## src/rtl/io_responder_pkg.sv

```systemverilog
`timescale 1ns/1ps
// io_responder shared definitions:
// IO map, read offsets and the select helper.
package io_responder_pkg;

  localparam logic [31:0] IO_UART     = 32'h0003_0000;
  localparam logic [31:0] IO_CLK      = 32'h0003_0004;
  localparam logic [31:0] IO_SEL_MASK = 32'h0003_0000;

  typedef enum logic [2:0] {
    OFF_UART = 3'd0,
    OFF_CLK0 = 3'd4,
    OFF_CLK1 = 3'd5,
    OFF_CLK2 = 3'd6,
    OFF_CLK3 = 3'd7
  } io_off_e;

  function automatic logic io_hit(
    input logic        rdy,
    input logic [17:0] a
  );
    return rdy &
      ((a & IO_SEL_MASK[17:0]) == IO_SEL_MASK[17:0]);
  endfunction

endpackage

```

## src/rtl/io_responder_if.sv

```systemverilog
`timescale 1ns/1ps
// CPU bus, UART TX/RX handshakes and status
// flags of io_responder.
interface io_responder_if;

  logic        rdy_in;
  logic [31:0] mem_a;
  logic        mem_wr;
  logic [7:0]  mem_dout;
  logic [7:0]  io_din;
  logic        io_buffer_full;
  logic [7:0]  tx_data;
  logic        tx_valid;
  logic        tx_ready;
  logic [7:0]  rx_data;
  logic        rx_valid;
  logic        rx_pop;
  logic        program_finish;
  logic        tx_overflow;

  modport master (
    output rdy_in, mem_a, mem_wr, mem_dout,
    output tx_ready, rx_data, rx_valid,
    input  io_din, io_buffer_full,
    input  tx_data, tx_valid, rx_pop,
    input  program_finish, tx_overflow
  );

  modport slave (
    input  rdy_in, mem_a, mem_wr, mem_dout,
    input  tx_ready, rx_data, rx_valid,
    output io_din, io_buffer_full,
    output tx_data, tx_valid, rx_pop,
    output program_finish, tx_overflow
  );

endinterface

```

## src/rtl/io_responder_fifo.sv

```systemverilog
`timescale 1ns/1ps
// io_fifo: byte queue toward the UART.
// Storage is not reset; pointers wrap naturally.
module io_fifo #(
  parameter  int unsigned DEPTH = 16,
  localparam int unsigned AW    = $clog2(DEPTH)
) (
  input  logic          clk_i,
  input  logic          rst_i,
  input  logic          push_i,
  input  logic [7:0]    din_i,
  input  logic          pop_i,
  output logic [7:0]    dout_o,
  output logic          full_o,
  output logic          empty_o,
  output logic [AW:0]   count_o
);

  logic [7:0]    mem_q [DEPTH];
  logic [AW-1:0] wptr_q, wptr_d;
  logic [AW-1:0] rptr_q, rptr_d;
  logic [AW:0]   cnt_q, cnt_d;
  logic          do_push, do_pop;

  assign full_o  = (cnt_q == (AW+1)'(DEPTH));
  assign empty_o = (cnt_q == '0);
  // a pop from full only frees the slot next cycle
  assign do_push = push_i & ~full_o;
  assign do_pop  = pop_i & ~empty_o;
  assign dout_o  = mem_q[rptr_q];
  assign count_o = cnt_q;

  always_comb begin
    wptr_d = wptr_q + AW'(do_push);
    rptr_d = rptr_q + AW'(do_pop);
    cnt_d  = cnt_q + (AW+1)'(do_push)
                   - (AW+1)'(do_pop);
  end

  always_ff @(posedge clk_i or posedge rst_i) begin
    if (rst_i) begin
      wptr_q <= '0;
      rptr_q <= '0;
      cnt_q  <= '0;
    end else begin
      wptr_q <= wptr_d;
      rptr_q <= rptr_d;
      cnt_q  <= cnt_d;
    end
  end

  always_ff @(posedge clk_i) begin
    if (do_push) mem_q[wptr_q] <= din_i;
  end

endmodule

```

## src/rtl/io_responder.sv

```systemverilog
`timescale 1ns/1ps
// io_responder: memory-mapped UART/clock IO
// with TX queue, cycle counter and snapshot.
module io_responder
  import io_responder_pkg::*;
#(
  parameter int unsigned TX_DEPTH = 16
) (
  input logic           clk_in,
  input logic           rst_in,
  io_responder_if.slave bus
);

  localparam int unsigned CW = $clog2(TX_DEPTH) + 1;

  logic [31:0]   cnt_q, cnt_d;
  logic [31:0]   snap_q, snap_d;
  logic [7:0]    din_q, din_d;
  logic          fin_q, fin_d;
  logic          ovf_q, ovf_d;
  logic          sel, rd, wr;
  logic [2:0]    off;
  logic          uart_wr, clk_wr, push;
  logic [7:0]    push_data;
  logic          fifo_full, fifo_empty;
  logic [CW-1:0] fifo_cnt;
  logic          unused_a;

  assign unused_a  = ^bus.mem_a[31:18];
  assign sel       = io_hit(bus.rdy_in, bus.mem_a[17:0]);
  assign off       = bus.mem_a[2:0];
  assign rd        = sel & ~bus.mem_wr;
  assign wr        = sel & bus.mem_wr & ~fin_q;
  assign uart_wr   = wr & (off == IO_UART[2:0])
                   & (bus.mem_dout != 8'h00);
  assign clk_wr    = wr & (off == IO_CLK[2:0]);
  assign push      = uart_wr | clk_wr;
  assign push_data = clk_wr ? 8'h00 : bus.mem_dout;

  io_fifo #(
    .DEPTH (TX_DEPTH)
  ) u_fifo (
    .clk_i   (clk_in),
    .rst_i   (rst_in),
    .push_i  (push),
    .din_i   (push_data),
    .pop_i   (bus.tx_ready),
    .dout_o  (bus.tx_data),
    .full_o  (fifo_full),
    .empty_o (fifo_empty),
    .count_o (fifo_cnt)
  );

  always_comb begin
    din_d      = 8'h00;
    snap_d     = snap_q;
    cnt_d      = cnt_q + 32'd1;
    fin_d      = fin_q | clk_wr;
    ovf_d      = ovf_q | (uart_wr & fifo_full);
    bus.rx_pop = 1'b0;
    unique case (1'b1)
      (rd && off == OFF_UART): begin
        bus.rx_pop = bus.rx_valid;
        din_d = bus.rx_valid ? bus.rx_data : 8'h00;
      end
      (rd && off == OFF_CLK0): begin
        din_d  = cnt_q[7:0];
        snap_d = cnt_q;
      end
      (rd && off == OFF_CLK1): din_d = snap_q[15:8];
      (rd && off == OFF_CLK2): din_d = snap_q[23:16];
      (rd && off == OFF_CLK3): din_d = snap_q[31:24];
      default: ;
    endcase
  end

  always_ff @(posedge clk_in or posedge rst_in) begin
    if (rst_in) begin
      cnt_q  <= '0;
      snap_q <= '0;
      din_q  <= '0;
      fin_q  <= 1'b0;
      ovf_q  <= 1'b0;
    end else begin
      cnt_q  <= cnt_d;
      snap_q <= snap_d;
      din_q  <= din_d;
      fin_q  <= fin_d;
      ovf_q  <= ovf_d;
    end
  end

  // head-room of two covers the one-cycle write latency
  assign bus.io_buffer_full = (fifo_cnt >= CW'(TX_DEPTH - 2));
  assign bus.io_din         = din_q;
  assign bus.tx_valid       = ~fifo_empty;
  assign bus.program_finish = fin_q;
  assign bus.tx_overflow    = ovf_q;

endmodule

```

## src/flat_wrapper.sv

```systemverilog
// flat-port wrapper written by rule: the top's interface ports become plain ports
module io_responder_flat import io_responder_pkg::*;
#(
  parameter int unsigned TX_DEPTH = 16
)
  (clk_in, rst_in, bus_rdy_in, bus_mem_a, bus_mem_wr, bus_mem_dout, bus_tx_ready, bus_rx_data, bus_rx_valid, bus_io_din, bus_io_buffer_full, bus_tx_data, bus_tx_valid, bus_rx_pop, bus_program_finish, bus_tx_overflow);
  io_responder_if bus_i ();
  input logic clk_in;
  input logic rst_in;
  input wire logic [$bits(bus_i.rdy_in)-1:0] bus_rdy_in;
  input wire logic [$bits(bus_i.mem_a)-1:0] bus_mem_a;
  input wire logic [$bits(bus_i.mem_wr)-1:0] bus_mem_wr;
  input wire logic [$bits(bus_i.mem_dout)-1:0] bus_mem_dout;
  input wire logic [$bits(bus_i.tx_ready)-1:0] bus_tx_ready;
  input wire logic [$bits(bus_i.rx_data)-1:0] bus_rx_data;
  input wire logic [$bits(bus_i.rx_valid)-1:0] bus_rx_valid;
  output wire logic [$bits(bus_i.io_din)-1:0] bus_io_din;
  output wire logic [$bits(bus_i.io_buffer_full)-1:0] bus_io_buffer_full;
  output wire logic [$bits(bus_i.tx_data)-1:0] bus_tx_data;
  output wire logic [$bits(bus_i.tx_valid)-1:0] bus_tx_valid;
  output wire logic [$bits(bus_i.rx_pop)-1:0] bus_rx_pop;
  output wire logic [$bits(bus_i.program_finish)-1:0] bus_program_finish;
  output wire logic [$bits(bus_i.tx_overflow)-1:0] bus_tx_overflow;
  assign bus_i.rdy_in = bus_rdy_in;
  assign bus_i.mem_a = bus_mem_a;
  assign bus_i.mem_wr = bus_mem_wr;
  assign bus_i.mem_dout = bus_mem_dout;
  assign bus_i.tx_ready = bus_tx_ready;
  assign bus_i.rx_data = bus_rx_data;
  assign bus_i.rx_valid = bus_rx_valid;
  assign bus_io_din = bus_i.io_din;
  assign bus_io_buffer_full = bus_i.io_buffer_full;
  assign bus_tx_data = bus_i.tx_data;
  assign bus_tx_valid = bus_i.tx_valid;
  assign bus_rx_pop = bus_i.rx_pop;
  assign bus_program_finish = bus_i.program_finish;
  assign bus_tx_overflow = bus_i.tx_overflow;
  io_responder #(.TX_DEPTH(TX_DEPTH)) u_core (.clk_in(clk_in), .rst_in(rst_in), .bus(bus_i));
endmodule
```

## config.mk

```make
export PLATFORM = sky130hd
export DESIGN_NAME = io_responder_flat
export DESIGN_NICKNAME = d
export VERILOG_FILES = /design/src/rtl/io_responder_pkg.sv /design/src/rtl/io_responder_if.sv /design/src/rtl/io_responder_fifo.sv /design/src/rtl/io_responder.sv /design/src/flat_wrapper.sv
export SDC_FILE = /design/constraint.sdc
export NUM_CORES = 1
export LEC_CHECK = 0
export CORE_MARGIN = 1
export CORE_UTILIZATION = 50
export DETAILED_ROUTE_END_ITERATION = 10
export PLACE_DENSITY = 0.77
export SLEW_MARGIN = 20
export SYNTH_ARGS = -nofsm -noshare
export SYNTH_HDL_FRONTEND = slang
export SYNTH_SLANG_ARGS = --single-unit
```

## constraint.sdc

```tcl
create_clock -name clk_in -period 5.3 [get_ports clk_in]
set_input_delay 1.59 -clock clk_in [delete_from_list [all_inputs] [get_ports clk_in]]
set_output_delay 1.59 -clock clk_in [all_outputs]
set_load 0.03 [all_outputs]
```

**Word level (Yosys, flattened, before mapping)**

Memories as Yosys holds them, arrays and structs flattened.
Index checks and enable logic that the tools add are counted.
W data, S select, Z words.

- Muxes and demuxes: 6
- $add $sub $neg: 5
- $lt $le $gt $ge: 1
- Reduce and logical (&&, ||, !) cells: 8
- Eq/ne operators: 6
- Bitwise gates (word level): 17

Operators by type and width:

| kind | number |
|---|---|
| $pmux W8 S5 | 1 |
| $add A32 B1 Y32 const B | 1 |
| $mux W8 | 2 |
| $eq A3 B3 Y1 const B | 4 |
| $and A1 B1 Y1 | 10 |
| $add A4 B1 Y4 | 2 |
| $reduce_bool A8 Y1 | 1 |
| $add A5 B1 Y5 | 1 |
| $eq A5 B5 Y1 const B | 1 |
| $ge A5 B4 Y1 const B | 1 |
| $logic_and A1 B1 Y1 | 5 |
| $logic_not A5 Y1 | 1 |
| $sub A5 B1 Y5 | 1 |
| $not A1 Y1 | 4 |
| $logic_not A3 Y1 | 1 |
| $mux W1 | 3 |
| $or A1 B1 Y1 | 3 |
| $eq A2 B2 Y1 const B | 1 |

- Register bits after elaboration: 87
- Input port bits: 54
- Bits in writable memories: 128
- Word-level logic and storage cells: 52
- Memories kept: 1
- Output and inout bits: 21

Memory list:

| name | depth | width | read ports | clocked after memory_dff | write ports | line | text |
|---|---|---|---|---|---|---|---|
| u_core.u_fifo.mem_q | 16 | 8 | 1 | 0 | 1 | io_responder_fifo.sv:19 | `logic [7:0] mem_q [DEPTH];` |

**Logic depth before layout (Yosys ltp)**

Gate-level depths: netlist (run 1).

- Depth in word-level cells: 10
- Depth in mapped cells: 13
- Mapped depth without buffers: 12

**Cells and area by module**

Synthesis (run 1) repeated with hierarchy kept, for this count alone.

- Cell total of the unflattened synthesis: 499
- Area total of the unflattened synthesis: 8687.1 um^2

Modules (own cells, without submodules):

| module | area an instance (um^2) | cells each | instances | sequential area each (um^2) |
|---|---|---|---|---|
| io_fifo | 5657.9 | 276 | 1 | 4169.0 |
| io_responder | 3029.2 | 223 | 1 | 1651.6 |

**Worst setup path before layout (run 1)**

No wires, ideal clock.

- Kind: input to output
- Start: input bus_rdy_in
- End: output bus_rx_pop
- Stages on the path: 3
- Data required time: 3.710 ns
- Path slack: 1.272 ns
- Arrival time: 2.438 ns
- Cell sequence: and3_1 -> and4_1 -> clkbuf_1

- Cells in the longest elaborated chain, start to end: 4

Ends and longest elaborated chain:

| what | line | text |
|---|---|---|
| start, declared | flat_wrapper.sv:10 | `input wire logic [$bits(bus_i.rdy_in)-1:0] bus_rdy_in;` |
| $and A1 B1 Y1 | io_responder_pkg.sv:22 | `return rdy &` |
| $and A1 B1 Y1 | io_responder.sv:32 | `assign rd = sel & ~bus.mem_wr;` |
| $logic_and A1 B1 Y1 | io_responder.sv:62 | `(rd && off == OFF_UART): begin` |
| $mux W1 | io_responder.sv:61 | `unique case (1'b1)` |
| end, declared | flat_wrapper.sv:21 | `output wire logic [$bits(bus_i.rx_pop)-1:0] bus_rx_pop;` |

No other way between the ends.

**Worst setup path after layout (run 1)**

- Start: register u_core.u_fifo.rptr_q[0]
- End: output bus_tx_data[6]

- Cells in the longest elaborated chain, start to end: 1

Ends and longest elaborated chain:

| what | line | text |
|---|---|---|
| start, declared | io_responder_fifo.sv:21 | `logic [AW-1:0] rptr_q, rptr_d;` |
| start signal, assigned | io_responder_fifo.sv:47 | `rptr_q <= rptr_d;` |
| $mem_v2 Z16 W8 | -- |  |
| end, declared | flat_wrapper.sv:19 | `output wire logic [$bits(bus_i.tx_data)-1:0] bus_tx_data;` |

No other way between the ends.

==> results of run 1 <==
## registers in the layout (all words and copies together) (netlist names)
register and cells:
u_core.u_fifo.rptr_q 4, u_core.u_fifo.wptr_q 4, u_core.bus.io_din 8, u_core.bus.tx_overflow 1
u_core.cnt_q 32, u_core.snap_q 24, u_core.bus.program_finish 1, u_core.u_fifo.count_o 5
u_core.u_fifo.mem_q 128
## metrics by stage
step                worst slack (ps)  util [%]
finish                           546      60.6
CTS                              481      60.5
global route                     348      60.6
floorplan                       1270         -
global placement                 654      56.5
detailed placement               636      56.5
## layout by cell type (no fill, tap or decap), drive strengths merged, types with 2 or more instances in the layout
cell           count
clkinvlp           2
nand2b             5
nand2             25
and3               6
and2              10
clkbuf            28
a21oi              4
a221o              8
bufinv             2
buf               25
a221oi            16
ha                14
mux4              16
and4               3
nand3             15
nor3b              2
nor4              10
nor2              16
mux2i             32
mux2              32
nor3              13
nand4             13
nand3b             3
clkdlybuf4s50     46
dfrtp             79
inv               11
o21ai              9
edfxtp           128
xnor2             28
xor2               9
clkinv             5
a22oi             15
## cells by family (layout without fill, tap and decap cells)
group                      after synthesis  after routing
adders and majority gates               15             15
muxes                                   80             80
buffers and inverters                   34            119
AOI/OAI and AO/OA                       55             55
xor gates and xnor gates                37             37
and+or+nand+nor                        124            124
DFF                                    207            207
## report_power, final
group	total (mW)	internal (mW)	switching [mW]
clock	1.43	0.844	0.583
combinational	1.14	0.506	0.638
sequential	1.87	1.77	0.104
## layout make-up
class,count,area (µm²)
Clock inverter,10,104
Inverter,10,40.0
Clock buffer,28,562
Sequential cell,207,5820
Fill cell,1252,6630
Multi-Input combinational cell,311,2720
Timing Repair Buffer,71,668
Tap cell,220,275
## how the worst max path moves through the flow
stage               slack [ps]  cells after the start              to               startpoint
CTS                        480                      6  bus_tx_data[6]  u_core.u_fifo.rptr_q[0]
floorplan                 1270                      3      bus_rx_pop               bus_rdy_in
detailed placement         640                      4      bus_rx_pop             bus_mem_a[1]
finish                     550                      6  bus_tx_data[6]  u_core.u_fifo.rptr_q[0]
global route               350                      6  bus_tx_data[6]  u_core.u_fifo.rptr_q[0]
global placement           650                      4      bus_rx_pop             bus_mem_a[1]
## worst max-delay path, stage by stage (launching register included)
cell and delay, ps:
dfrtp_2 740, buf_12 330, mux2i_1 110, a221oi_1 520, o21ai_0 180, nand2_1 110
clkdlybuf4s50_1 670
## per-layer routing
layer | vias up | part of all wire [%] | global-route usage [%] | wire length, µm
li1 | 2265 | - | - | -
met3 | 33 | 4.4 | 3.06 | 751
met1 | 2487 | 41 | 25.0 | 7110
met2 | 117 | 52 | 35.8 | 8860
met4 | 0 | 2.7 | 5.93 | 460
met5 | - | 0 | 0 | 0
==> out/results.md, run 1 <==
| Metric | Reported |
| --- | --- |
| Maximum count of clock buffers along a single path | 3 |
| Number of synthesized register bits | 207 |
| Area fraction in compound gates after synthesis | 4.88% |
| Clock latency at the later pin of the worst-skew pair | 500 ps |
| Final setup violation count | 0 |
| Fraction of synthesized cell area in xor and xnor cells | 3.72% |
| Most common cell in the synthesized netlist | edfxtp_1 |
| Yosys warns | 0 |
| Port buffer count | 47 |
| Clock edge transition at the registers on the reported setup and hold paths | 60 ps |
| Cell taking the most area after synthesis | edfxtp_1 |
| Number of CTS-inserted buffers | 21 |
| Post-route design area | 10,200 µm² |
| Cts repair resizes | 0 |
| Primary flip-flop cell chosen by synthesis mapping | edfxtp_1 |
| Overall power consumption | 4.44 mW |
| FMAX | 210 MHz |
| Routability congestion estimate from global placement | 0.839 |
| Post-Synthesis Cells | 552 |
| Remaining antenna violation count after routing | 0 |
| Required time of the critical path | 3710 ps |
| Setup TNS | 0 ps |
| Slew at the pin closest to its max-slew limit | 717 ps |
| Type of the worst setup path | flip-flop to output pin |
| Vias in the first global route | 5,087 |
| Count of hold buffers inserted by post-cts repair | 0 |
| Number of primary I/O pins | 75 |
| Number of rows created at floorplan | 47 |
| TritonCTS clock tree | done |
| Leakage power summed over all cells | 3.94 nW |
| Total of max-cap violations | 0 |
| Post-Syn Area | 8720 µm² |
| Hold path startpoint | u_core.cnt_q[31] |
| Sum of overflow across all layers after global routing | 0 |
| Leading post-synthesis cells by cell area | edfxtp_1 (44%), dfrtp_1 (23%), mux4_2 (4.1%) |
| H-tree depth reported by CTS | 1 |
| Global-route wire length before repair | 27.4 mm |
| R2R Setup Slk | 2680 ps |
| Sequential element share of the synthesized area | 66.8% |
| Worst R2R Path Depth | 13 |
| IR drop worst, VDD | 510 µV |
| Fraction of synthesized area in multiplexers | 11.9% |
| Routed via count divided by cell count | 5.72 |
| Placeable core region | 16,800 µm² |
| Detailed-route DRC error count | 0 |
| Initial antenna violation count | 0 |
| 1st-pass router iterations | 4 |
| Result of the run | finished clean |
| Total via count after detailed routing | 4,902 |
| Clock period minus final worst setup slack | 4750 ps |
| Number of flops mapped to enable cells by yosys | 128 |
| Area share of the largest cell type after synthesis | 44.1% |
| DRC marker count from the first detailed-route iteration | 332 |
| Final Instance Count excl. Fillers | 857 |
| RSZ-0062 raised after global routing | false |
| Adder-cell share of the synthesized area | 2.24% |
| Initial Util | 51.8% |
| Leading cell types by count after synthesis | edfxtp_1 (128), dfrtp_1 (79), mux2i_1 (32) |
| Main combinational cell family by area after synthesis | multiplexers |
| Share of post-route cells with drive strength above 1 | 16.8% |
| Max FO, Critical Path | 33 |
| WL per Instance | 20.0 µm |
| R2r endpoint | u_core.u_fifo.count_o[4] |
| NumNets Final | 691 |
| Arrival time of the worst setup path | 3160 ps |
| Net count after synthesis | 621 |
| Hold_ws | 484 ps |
| Power density cells | 436 nW/µm² |
| Tightest Hold Check Type | flip-flop to flip-flop |
| Placed wire-length estimate | 11.6 mm |
| Final WL | 17.2 mm |
| Total count of max-transition violations in the final report | 0 |
| Async S/R FF share, synth | 38.2% |
| Setup Skew | 14.9 ps |
| Height of the chip | 134 µm |
| Root Buffer Master | clkbuf_16 |
| Die area | 18,000 µm² |
| Layout Area Growth over Synthesis | 16.9% |
| Final-report hold violation count | 0 |
| Sink count of the clock tree | 207 |
| Largest net degree at the start of global routing | 56 |
| R2R Path Start | u_core.u_fifo.count_o[2] |
| Count of cell types in the netlist | 45 |
| Ant diodes | 0 |
| Post-Synthesis Mean Instance Area | 15.8 µm² |
| Die Width | 134 µm |
| GRT Total Usage | 20.0% |
| Area fraction in and, or, nand and nor cells after synthesis | 8.38% |
| Placed Instances | 818 |
| Kind of end point of the critical path | output pin |
| Element type at the critical path start | flip-flop |
| Buffers inserted during post-CTS setup optimization | 0 |
| Fraction of the cycle the final worst path needs | 89.7% |
| Rel. slew slack | 52.2% |
| Endpoint of the worst hold-timing path | u_core.cnt_q[31] |
| Cells on Worst Hold Path | 1 |
| Cell area reported after detailed placement | 9510 µm² |
No activity file was read; power rests on OpenSTA's default activity.
==> run 2: changes to the inputs <==
clock period = 5.05 ns   (was 5.3 ns; I/O delays follow)
==> run 2 against run 1 <==
  * Combinational power is 4% higher
  * Critical endpoint is now bus_tx_data[2]
  * Highest routed layer unchanged
  * Global-route usage increased by 0.24 points
  * Sequential share of layout area is 0.33 points lower
  * Register-to-register slack got worse by 170 ps
==> out/results.md, run 2 (synthesis results as in run 1) <==
| Metric | Reported |
| --- | --- |
| Sum of overflow across all layers after global routing | 0 |
| Placed wire-length estimate | 11.6 mm |
| Count of hold buffers inserted by post-cts repair | 0 |
| Slowest cell on the critical path | dfrtp_2 |
| Commonest non-fill, non-tap cell in the layout | edfxtp_1 |
| R2R Setup Slk | 2510 ps |
| TritonCTS clock tree | done |
| Hold path startpoint | u_core.cnt_q[31] |
| Maximum count of clock buffers along a single path | 3 |
| IR drop worst, VDD | 452 µV |
| Cell-by-cell trace of the critical path | buf_4 -> mux4_2 -> a22oi_1 -> nand2_1 -> clkdlybuf4s50_1 |
| Power density cells | 462 nW/µm² |
| Initial antenna violation count | 0 |
| Setup TNS | 0 ps |
| Cells on Worst Hold Path | 1 |
| Slew at the pin closest to its max-slew limit | 777 ps |
| Vias in the first global route | 5,128 |
| Clock latency at the later pin of the worst-skew pair | 490 ps |
| 1st-pass router iterations | 5 |
| Largest net degree at the start of global routing | 66 |
| Max FFs per register | 128 |
| Total via count after detailed routing | 4,967 |
| Port buffer count | 47 |
| Required time of the critical path | 3540 ps |
| H-tree depth reported by CTS | 1 |
| Clock edge transition at the registers on the reported setup and hold paths | 60 ps |
| Remaining antenna violation count after routing | 0 |
| Endpoint of the worst hold-timing path | u_core.cnt_q[31] |
| Arrival time of the worst setup path | 3180 ps |
| Fraction of the cycle the final worst path needs | 93.1% |
| Setup Skew | 19.3 ps |
| Global-route wire length before repair | 27.6 mm |
| Die Width | 134 µm |
| Die area | 18,000 µm² |
| Element type at the critical path start | flip-flop |
| Share of post-route cells with drive strength above 1 | 18.3% |
| Maximum single-stage delay on the critical path | 830 ps |
| Type of the worst setup path | flip-flop to output pin |
| Final setup violation count | 0 |
| Kind of end point of the critical path | output pin |
| WL per Instance | 20.3 µm |
| Rel. slew slack | 48.2% |
| Final WL | 17.5 mm |
| Total of max-cap violations | 0 |
| NumNets Final | 694 |
| Layout Area Growth over Synthesis | 17.5% |
| R2R Path Start | u_core.u_fifo.count_o[2] |
| Max FO, Critical Path | 26 |
| Cts repair resizes | 0 |
| Number of CTS-inserted buffers | 21 |
| Routed via count divided by cell count | 5.78 |
| Placed Instances | 822 |
| Worst R2R Path Depth | 13 |
| Result of the run | finished clean |
| Initial Util | 51.8% |
| FMAX | 213 MHz |
| Number of primary I/O pins | 75 |
| Cell area reported after detailed placement | 9520 µm² |
| Root Buffer Master | clkbuf_16 |
| RSZ-0062 raised after global routing | false |
| Number of rows created at floorplan | 47 |
| Final-report hold violation count | 0 |
| Ant diodes | 0 |
| Largest register by flop count | u_core.u_fifo.mem_q |
| Sink count of the clock tree | 207 |
| Final Instance Count excl. Fillers | 860 |
| Post-route design area | 10,200 µm² |
| Tightest Hold Check Type | flip-flop to flip-flop |
| Clock period minus final worst setup slack | 4700 ps |
| Total count of max-transition violations in the final report | 0 |
| Registers with the most flip-flops | u_core.u_fifo.mem_q x128, u_core.cnt_q x32, u_core.snap_q x24 |
| Detailed-route DRC error count | 0 |
| Routability congestion estimate from global placement | 0.838 |
| GRT Total Usage | 20.2% |
| Commonest non-fill, non-tap cells in the layout | edfxtp_1 (128), dfrtp_1 (78), clkdlybuf4s50_1 (46) |
| Buffers inserted during post-CTS setup optimization | 0 |
| Height of the chip | 134 µm |
| Leakage power summed over all cells | 3.99 nW |
| R2r endpoint | u_core.u_fifo.count_o[4] |
| Placeable core region | 16,800 µm² |
| DRC marker count from the first detailed-route iteration | 375 |
-- run 2: changes by cell type in the layout (fill, tap and decap cells not counted), sizes merged --
| cell | previous run | this run |
|---|---|---|
| clkbuf | 28 | 31 |
| clkinv | 5 | 4 |
| buf | 25 | 28 |
| clkinvlp | 2 | 0 |
-- run 2: final cells by class --
class / instances / area [µm²]
fillers: 1241 / 6570
flip-flops and latches: 207 / 5820
multi-input cells: 311 / 2720
repair buffers: 74 / 671
clock buffers: 31 / 633
well taps: 220 / 275
clock inverters: 7 / 88.8
inverters: 10 / 40.0
-- run 2: routing by layer --
metal / GRT usage [%] / up-vias / share of wire, %
met3: 3.29 / 41 / 4.9
met1: 25.4 / 2511 / 41
met2: 35.6 / 141 / 50
met5: 0 / - / 0
met4: 6.87 / 0 / 3.4
li1: - / 2274 / -
-- run 2: report_power, final --
group | switching, mW | internal [mW] | total [mW]
clock | 0.601 | 0.970 | 1.57
combinational | 0.653 | 0.531 | 1.18
sequential | 0.125 | 1.86 | 1.98
-- run 2: metrics by stage --
stage          power (mW)  util (%)  hold WS (ps)  setup slack (ps)
5_1_grt              4.94      60.9           500               208
4_1_cts              4.77      60.9           488               339
6_report             4.74      60.9           479               350
2_1_floorplan        2.82         -           440              1170
3_5_place_dp         3.20      56.6           478               723
3_3_place_gp         3.16      56.6           464               716
-- run 2: critical path: cells and delay by family (launching register included) --
family / cells / cell delay (ps)
flops: 1 / 830
mux: 1 / 580
compound gates: 1 / 230
buf+inv: 2 / 960
simple gates: 1 / 70
-- run 2: how the worst max path moves through the flow --
stage,startpoint,to,depth (start not counted)
after floorplan,bus_rdy_in,bus_rx_pop,3
after global placement,bus_mem_a[1],bus_rx_pop,4
after detailed placement,bus_mem_a[1],bus_rx_pop,4
after CTS,u_core.u_fifo.rptr_q[0],bus_tx_data[2],5
after global routing,u_core.u_fifo.rptr_q[0],bus_tx_data[4],5
final,u_core.u_fifo.rptr_q[0],bus_tx_data[2],5
==> run 3: changes to the inputs <==
CTS_CLUSTER_SIZE = 12   (was default)
==> run 3 against run 2 <==
  * Maximum frequency grew 0.47%
  * Count of clock-buffer cells in the layout shrank 3
  * First-iteration DRC count grew 18%
  * Non-clock buffer count is the same
  * Flip-flop and latch count is the same
  * Sequential power is essentially flat
  * Die area is the same
  * Sequential share of layout area grew 0.55 points
  * Register-to-register slack is essentially flat
  * Cell count shrank 0.35%
  * Via count grew 0.95%
==> out/results.md, run 3 (synthesis results as in run 1) <==
| Metric | Reported |
| --- | --- |
| Rel. slew slack | 47.9% |
| Overall power consumption | 4.57 mW |
| Initial Util | 51.8% |
| Die Width | 134 µm |
| Endpoint of the worst hold-timing path | u_core.cnt_q[31] |
| Max FO, Critical Path | 26 |
| IR drop worst, VDD | 498 µV |
| Slew at the pin closest to its max-slew limit | 782 ps |
| Clock edge transition at the registers on the reported setup and hold paths | 50 ps |
| Number of fillers in the final layout | 1,256 |
| Remaining antenna violation count after routing | 0 |
| Maximum count of clock buffers along a single path | 3 |
| Arrival time of the worst setup path | 3160 ps |
| Max FFs per register | 128 |
| Hold path startpoint | u_core.cnt_q[31] |
| Registers with the most flip-flops | u_core.u_fifo.mem_q x128, u_core.cnt_q x32, u_core.snap_q x24 |
| Number of rows created at floorplan | 47 |
| 1st-pass router iterations | 5 |
| Type of the worst setup path | flip-flop to output pin |
| Cells on Worst Hold Path | 1 |
| Sink count of the clock tree | 207 |
| Clock latency at the later pin of the worst-skew pair | 490 ps |
| Share of the core filled with cells in the final layout | 60.3% |
| Commonest non-fill, non-tap cells in the layout | edfxtp_1 (128), dfrtp_1 (78), clkdlybuf4s50_1 (46) |
| Final setup violation count | 0 |
| Ant diodes | 0 |
| Worst path buffer plus inverter count | 2 |
| Count of hold buffers inserted by post-cts repair | 0 |
| Sum of overflow across all layers after global routing | 0 |
| R2R Setup Slk | 2500 ps |
| CP top delay family | buffers and inverters |
| Vias in the first global route | 5,121 |
| Result of the run | finished clean |
| Layout Area Growth over Synthesis | 16.4% |
| Cts repair resizes | 0 |
| H-tree depth reported by CTS | 1 |
| Tightest Hold Check Type | flip-flop to flip-flop |
| Largest register by flop count | u_core.u_fifo.mem_q |
| Die area | 18,000 µm² |
| Clock period minus final worst setup slack | 4680 ps |
| Commonest non-fill, non-tap cell in the layout | edfxtp_1 |
| Final-report hold violation count | 0 |
| Global-route wire length before repair | 27.7 mm |
| Leakage power summed over all cells | 3.93 nW |
| Fraction of the cycle the final worst path needs | 92.6% |
| Share of post-route cells with drive strength above 1 | 16.6% |
| FMAX | 214 MHz |
| R2R Path Start | u_core.u_fifo.count_o[2] |
| Buffers inserted during post-CTS setup optimization | 0 |
| Height of the chip | 134 µm |
| Number of CTS-inserted buffers | 22 |
| Power density cells | 451 nW/µm² |
| Setup TNS | 0 ps |
| Routability congestion estimate from global placement | 0.838 |
| Largest net degree at the start of global routing | 66 |
| NumNets Final | 695 |
| Placeable core region | 16,800 µm² |
| Routed via count divided by cell count | 5.85 |
| Root Buffer Master | clkbuf_16 |
| GRT Total Usage | 20.3% |
| Final WL | 17.6 mm |
| Slowest cell on the critical path | dfrtp_2 |
| DRC marker count from the first detailed-route iteration | 441 |
| Total of max-cap violations | 0 |
| Placed wire-length estimate | 11.6 mm |
| Total count of max-transition violations in the final report | 0 |
| RSZ-0062 raised after global routing | false |
| Initial antenna violation count | 0 |
| Maximum single-stage delay on the critical path | 830 ps |
| WL per Instance | 20.5 µm |
| Total via count after detailed routing | 5,014 |
| Setup Skew | 9.93 ps |
| TritonCTS clock tree | done |
| Kind of end point of the critical path | output pin |
| Element type at the critical path start | flip-flop |
| R2r endpoint | u_core.u_fifo.count_o[4] |
| Cell-by-cell trace of the critical path | buf_4 -> mux4_2 -> a22oi_1 -> nand2_1 -> clkdlybuf4s50_1 |
| Worst R2R Path Depth | 13 |
| Detailed-route DRC error count | 0 |
| Required time of the critical path | 3540 ps |
| Number of primary I/O pins | 75 |
| Port buffer count | 47 |
## run 3: cell count changes in the layout (fill, tap and decap cells not counted)
cell,delta
clkbuf_8,-7
clkinv_1,+6
clkinv_2,-4
bufinv_16,-2
clkbuf_1,+2
clkbuf_16,+2
clkinvlp_4,+1
inv_6,-1
## run 3: area by class of cell
| class | count | area, µm² | share of cell area (%) |
|---|---|---|---|
| flip-flops and latches | 207 | 5820 | 57.4 |
| multi-input cells | 311 | 2720 | 26.8 |
| repair buffers | 74 | 671 | 6.61 |
| clock buffers | 28 | 594 | 5.86 |
| well taps | 220 | 275 | 2.71 |
| inverters | 10 | 40.0 | 0.395 |
| clock inverters | 7 | 30.0 | 0.296 |
## run 3: metrics by stage
step                      hold slack [ps]  setup slack [ps]  cell area [µm²]  instances
after floorplan                       440              1170             8720        552
after global placement                464               716             9520        822
after detailed placement              478               723             9520        822
after CTS                             488               352            10100        857
after global routing                  500               235            10100        857
final                                 482               372            10100        857
## run 3: how the worst max path moves through the flow
stage | start | endpoint | slack [ps] | depth (start not counted)
after floorplan | bus_rdy_in | bus_rx_pop | 1170 | 3
after global placement | bus_mem_a[1] | bus_rx_pop | 720 | 4
after detailed placement | bus_mem_a[1] | bus_rx_pop | 720 | 4
after CTS | u_core.u_fifo.rptr_q[0] | bus_tx_data[6] | 350 | 5
after global routing | u_core.u_fifo.rptr_q[0] | bus_tx_data[3] | 230 | 6
final | u_core.u_fifo.rptr_q[0] | bus_tx_data[6] | 370 | 5
## run 3: power breakdown
| group | switching, mW | internal (mW) | total (mW) |
|---|---|---|---|
| Clock | 0.590 | 0.819 | 1.41 |
| Combinational | 0.648 | 0.532 | 1.18 |
| Sequential | 0.127 | 1.86 | 1.98 |
| Total | 1.37 | 3.21 | 4.57 |
## run 3: routing by layer
layer  vias up  GRT usage, %  part of all wire [%]  wire, µm
met5         -             0                     0         0
met4         0          7.68                   3.5       610
met3        39          2.76                   4.6       811
met2       162          35.8                    51      9010
met1      2540          25.4                    41      7140
li1       2273             -                     -         -
